### src/rtl/key_debounce_multi.sv
`default_nettype none
// +----------------------------------------------------------------------------+
// | key_debounce_multi : N-channel push-button synchroniser/debouncer with     |
// | press/release pulses; optional long-press via `define KEY_LONG_PRESS_EN.   |
// | Revision: 1.0                                                              |
// +----------------------------------------------------------------------------+
module key_debounce_multi #(
  parameter int   N           = 4,
  parameter int   DEB_CYCLES  = 240000,
  parameter int   CNT_W       = 20,
  parameter logic PRESS_LEVEL = 1'b0,
  parameter int   HOLD_CYCLES = 2400000,
  parameter int   HOLD_W      = 22
) (
  input  logic         sys_clk,
  input  logic         sys_rst_n,
  input  logic [N-1:0] key_i,
  output logic [N-1:0] key_o,
  output logic [N-1:0] press_o,
  output logic [N-1:0] release_o,
  output logic [N-1:0] long_o,
  output logic         any_press_o
);

  localparam logic [CNT_W-1:0] c_deb_last    = CNT_W'(DEB_CYCLES - 1);
  localparam logic             c_hold_cfg_ok = (HOLD_CYCLES >= 1) && (HOLD_W >= 1);

  logic [N-1:0] w_press_set;

  generate
    for (genvar i = 0; i < N; i++) begin : g_ch
      logic             r_s1;
      logic             r_s;
      logic [CNT_W-1:0] r_cnt;
      logic             r_key;
      logic             r_press;
      logic             r_release;
      logic             w_differ;
      logic             w_fire;

      assign w_differ = (r_s != r_key);
      assign w_fire   = w_differ && (r_cnt == c_deb_last);

      always_ff @(posedge sys_clk or negedge sys_rst_n) begin
        if (!sys_rst_n) begin
          r_s1      <= ~PRESS_LEVEL;
          r_s       <= ~PRESS_LEVEL;
          r_cnt     <= '0;
          r_key     <= ~PRESS_LEVEL;
          r_press   <= 1'b0;
          r_release <= 1'b0;
        end else begin
          r_s1      <= key_i[i];
          r_s       <= r_s1;
          r_press   <= 1'b0;
          r_release <= 1'b0;
          // Any sample matching the current output restarts the window.
          if (!w_differ) begin
            r_cnt <= '0;
          end else if (w_fire) begin
            r_key     <= r_s;
            r_cnt     <= '0;
            r_press   <= (r_s == PRESS_LEVEL);
            r_release <= (r_s != PRESS_LEVEL);
          end else begin
            r_cnt <= r_cnt + 1'b1;
          end
        end
      end

      assign key_o[i]       = r_key;
      assign press_o[i]     = r_press;
      assign release_o[i]   = r_release;
      assign w_press_set[i] = w_fire && (r_s == PRESS_LEVEL);

`ifdef KEY_LONG_PRESS_EN
      localparam logic [HOLD_W-1:0] c_hold_last = HOLD_W'(HOLD_CYCLES - 1);

      logic [HOLD_W-1:0] r_hold;
      logic              r_long;
      logic              r_long_done;

      always_ff @(posedge sys_clk or negedge sys_rst_n) begin
        if (!sys_rst_n) begin
          r_hold      <= '0;
          r_long      <= 1'b0;
          r_long_done <= 1'b0;
        end else begin
          r_long <= 1'b0;
          if (r_key != PRESS_LEVEL) begin
            r_hold      <= '0;
            r_long_done <= 1'b0;
          end else if (!r_long_done) begin
            // Fires once, then the counter holds until the key is released.
            if (r_hold == c_hold_last) begin
              r_long      <= 1'b1;
              r_long_done <= 1'b1;
            end else begin
              r_hold <= r_hold + 1'b1;
            end
          end
        end
      end

      assign long_o[i] = r_long;
`else
      assign long_o[i] = 1'b0 & c_hold_cfg_ok;
`endif
    end
  endgenerate

  // Registered from the same edge condition, so it lines up with press_o.
  always_ff @(posedge sys_clk or negedge sys_rst_n) begin
    if (!sys_rst_n) begin
      any_press_o <= 1'b0;
    end else begin
      any_press_o <= |w_press_set;
    end
  end

endmodule
`default_nettype wire

### config.mk
export PLATFORM = sky130hd
export DESIGN_NAME = key_debounce_multi
export DESIGN_NICKNAME = d
export VERILOG_FILES = /design/src/rtl/key_debounce_multi.sv
export SDC_FILE = /design/constraint.sdc
export NUM_CORES = 1
export LEC_CHECK = 0
export BUFFER_PORTS_ARGS = -buffer_cell sky130_fd_sc_hd__buf_2
export CORE_MARGIN = 2
export CORE_UTILIZATION = 54
export DETAILED_ROUTE_END_ITERATION = 8
export PLACE_DENSITY = 0.71
export SYNTH_ARGS = -nofsm -noshare
export SYNTH_HDL_FRONTEND = slang
export SYNTH_SLANG_ARGS = --single-unit
### constraint.sdc
create_clock -name sys_clk -period 3.1 [get_ports sys_clk]
set_input_delay 0.155 -clock sys_clk [delete_from_list [all_inputs] [get_ports sys_clk]]
set_output_delay 0.155 -clock sys_clk [all_outputs]
set_load 0.005 [all_outputs]
; Word-level counts from Yosys, hierarchy flattened
; Index checks and enable logic that the tools add are counted.
[classes]
order_cmp = 0
multipliers = 0
n_bitwise = 4
shifts = 0
n_reduce_logical = 13
addsub = 4
mux = 24
n_div = 0
eq_ne = 8
[op_table]
columns = operator, n
row1 = 20-bit two-way mux, 8
row2 = 20-bit by 1-bit adder with 20-bit output (second input constant), 4
row3 = 20-bit by 18-bit == test with 1-bit output (second input constant), 4
row4 = 1-bit two-way mux, 16
row5 = 1-bit logical AND, 8
row6 = 2-bit AND reduction, 4
row7 = 1-bit inequality test, 4
row8 = 1-bit NOT, 4
row9 = 4-bit OR reduction, 1
[word_totals]
ram_bits = 0
memories = 0
mem_bits_ro = 0
output_inout_bits = 17
latchBits = 0
regBits = 101

; Logic depth before layout (Yosys ltp)
[depth]
depth_word = 4
depth_mapped = 6

; Least setup slack after synthesis
; OpenSTA, ideal clock, no wires.
[synth_timing]
path_type = register -> register
startpoint = reg g_ch[2].r_cnt[9]
endpoint = reg g_ch[2].r_cnt[10]
setup_time_ns = 0.119
t_arrival_ns = 1.944
setup_slack_ns = 1.037
n_path_buf = 1
stages_incl_launch_ff = 6
cell_sequence = dfrtp_1 or4b_1 or4_4 o21ai_2 buf_6 nor2_1
[synth_via]
elab_chain_cells = 4
word_cells_on_any_way = 5
classes_between = 1 x add/sub / 1 x eq/ne / 2 x mux / 1 x reduce/logical
[synth_rtl]
columns = element, line_no
row1 = from (decl), 34  ; logic [CNT_W-1:0] r_cnt;
row2 = from (signal assigned), 66  ; r_cnt <= r_cnt + 1'b1;
row3 = "parallel branches: the longest is 2 deep, another holds 20-bit by 1-bit adder with 20-bit output", --
row4 = 20-bit two-way mux (*), 60  ; end else if (w_fire) begin
row5 = 20-bit two-way mux (*), 58  ; if (!w_differ) begin
; Mark *: on every way between the ends.
; A chain may end at the register's enable or synchronous reset.

; Final worst setup path
[layout_timing]
startpoint = reg g_ch[2].r_cnt[9]
endpoint = reg g_ch[2].r_cnt[18]
; Same word-level chain as after synthesis.

==> impl_results.md <==
* Status: finished clean
* Max Slew Vio Count at 0
* WL per Instance at 14.65 um
* Synthesized area at 4856 um^2
* Setup TNS at 0 ns
* Main synth FF type: dfrtp_1
* Initial Util at 0.5568
* Global route overflow at 0
* Fraction of layout cells with a size suffix above 1 at 0.1394
* Final worst-path cycle share at 0.7759
* Post-DP HPWL at 6.052 mm
* Post-synth top area share at 0.4586
* Hold Fails Final Rpt at 0
* RSZ-0062 raised after global routing: false
* CP Max Fanout at 11
* Clock slew at reported path FFs at 0.09 ns
* Share of the yosys chip area belonging to registers at 0.5236
* Io pins at 23
* Hold_buf cts at 5
* Full die area at 9767 um^2
* Pwr per Cell Area at 437.4 nW/um^2
* Min cycle time layout at 2.405 ns
* Slew @ Worst Pin at 0.8657 ns
* Remaining antenna violation count after routing at 0
* Setup Crit Path Kind: register to register
* Synth area leaders: dfrtp_1 46%, dfstp_2 6.5%, nor2_1 4.8%
* Ant diodes at 0
* Fmax at 415.8 MHz
* Synth area leader: dfrtp_1
* Synth unique cells at 48
* Core area at 8721 um^2
* Initial DRC count at 137
* P_leak at 0.002144 uW
* Clock sink count at 101
* FILL cells at 734
* WP data arrival at 2.66 ns
* Critical Path Source Type: register
* Worst slew margin at 0.4175
* Final wirelength at 8.939 mm
* Hold Crit Class: register to register
* CTS root buf: clkbuf_8
* Initial antenna violation count at 0
* Post-CTS sizing at 0
* Number of max-cap violations at 0
* CP endpoint kind: register
* GRT Overall Usage at 0.2002
* Clock skew at 0.01151 ns
* Fin nets at 507
* #FFs+latches synth at 101
* Synthesized area per cell at 10.10 um^2
* Cell count after synthesis at 481
* Ys Warns at 0
* GPL Wtd Cong at 0.8018
* CTS tree: done
* Vias in the first global route at 3377
* Endpoints failing setup at 0
* Vias per std cell at 5.669
* VDD IR-drop max at 0.0002338 V
* Clock tree buffer depth at 2
* Post-CTS setup buffers at 0
* I/O Buffers at 18
* Cts bufs inserted at 9
* First-pass GRT wire length at 15.90 mm
* Post-synthesis async set-or-reset flop share at 1.000
* First-pass iteration count of the detailed router at 4
* Largest net degree at the start of global routing at 57
* CP Data Required Time at 3.36 ns
* Die X at 98.83 um
* Clk_lat worst skew at 0.37 ns
* # H-tree levels at 3
* Synth-to-layout area growth at 7.807%
* Num rows at 34
* Die height at 98.83 um
* Drt drc at 0
* Final Instance Count excl. Fillers at 610
* Vias at 3458
* Placed cell count at 589
* Number of synthesized flops with an enable pin at 0
layout make-up:
class	instances	area [um^2]	area share
clock inverters	4	47.55	0.009082
clock buffers	12	155.1	0.02964
flip-flops and latches	101	2542	0.4857
multi-input cells	342	2106	0.4022
inverters	15	56.30	0.01076
repair buffers	28	192.7	0.03681
well taps	108	135.1	0.02581
cell usage after synthesis (all sizes together), types with 6 or more instances:
cell     n
a21oi   23
and3    13
buf     19
clkbuf   7
dfrtp   89
dfstp   12
inv     15
nand2   25
nand3   29
nand4   20
nor2    62
nor3    14
nor4    15
o21ai   10
o31ai   12
or2      6
or3     10
or4     12
xnor2   26
xor2    25
cells in the final DEF (no fill, tap or decap), drive strengths merged, types with 13 or more instances in the layout:
cell / instances
inv: 15
and3: 13
nand3: 29
nor4: 15
buf: 23
nor3: 14
dfrtp: 89
nand4: 20
nand2: 25
xor2: 25
nor2: 62
xnor2: 26
a21oi: 23
critical path, cell delays in order (launching register included):
cell	delay (ns)
dfrtp_1	0.44
or4b_1	0.54
or4_4	0.54
o21ai_2	0.35
buf_4	0.25
o21ba_2	0.18
state kept, by name (all words and copies together) (netlist names):
name / count
g_ch.r_s1: 4
g_ch.r_press: 4
any_press_o: 1
g_ch.r_s: 4
g_ch.r_key: 4
g_ch.r_cnt: 80
g_ch.r_release: 4
per-stage QoR:
stage | hold slack [ns] | area, um^2 | utilization | setup WS [ns] | power (uW)
6_report | 0.3596 | 5235 | 0.6003 | 0.6948 | 2290
5_1_grt | 0.3641 | 5235 | 0.6003 | 0.6144 | 2381
4_1_cts | 0.3617 | 5235 | 0.6003 | 0.6976 | 2323
3_5_place_dp | 0.2613 | 4982 | 0.5713 | 0.7140 | 1462
3_3_place_gp | 0.2564 | 4982 | 0.5713 | 0.7552 | 1460
2_1_floorplan | -0.1406 | 4867 | - | 1.037 | 1419
where the power goes:
group / internal [uW] / leakage (uW) / switching [uW]
Combinational: 28.4 / 0.000682 / 57.2
Sequential: 1340 / 0.00136 / 15.7
Clock: 415 / 0.000102 / 435
cells by family after synthesis:
group,after synthesis,share of synthesized area
AOI/OAI and AO/OA,52,0.06699
adders and majority gates,4,0.01031
and+or+nand+nor,227,0.2502
DFF,101,0.5236
other,1,0.0007723
buffers and inverters,41,0.04612
xor gates and xnor gates,51,0.09199
muxes,4,0.01005
final timing paths:
kind	slack, ns	endpoint	cells past startpoint	startpoint
setup / recovery	0.69	g_ch[2].r_cnt[18]	5	g_ch[2].r_cnt[9]
hold / removal	0.36	g_ch[1].r_s	0	g_ch[1].r_s1
setup reg to reg	0.69	g_ch[2].r_cnt[18]	5	g_ch[2].r_cnt[9]
hold reg to reg	0.36	g_ch[1].r_s	0	g_ch[1].r_s1
max in group asynchronous	1.96	g_ch[2].r_s	3	sys_rst_n
min in group asynchronous	0.37	g_ch[1].r_cnt[6]	2	sys_rst_n
layer usage:
layer	part of all wire	wire [um]	up-vias	GRT usage
met2	0.46	4136	60	0.3108
met5	0	0	-	0
met4	0.016	147	0	0.06955
met3	0.034	307	15	0.04823
li1	-	-	1713	-
met1	0.49	4348	1670	0.2776
Power figures use the tool's default switching activity.
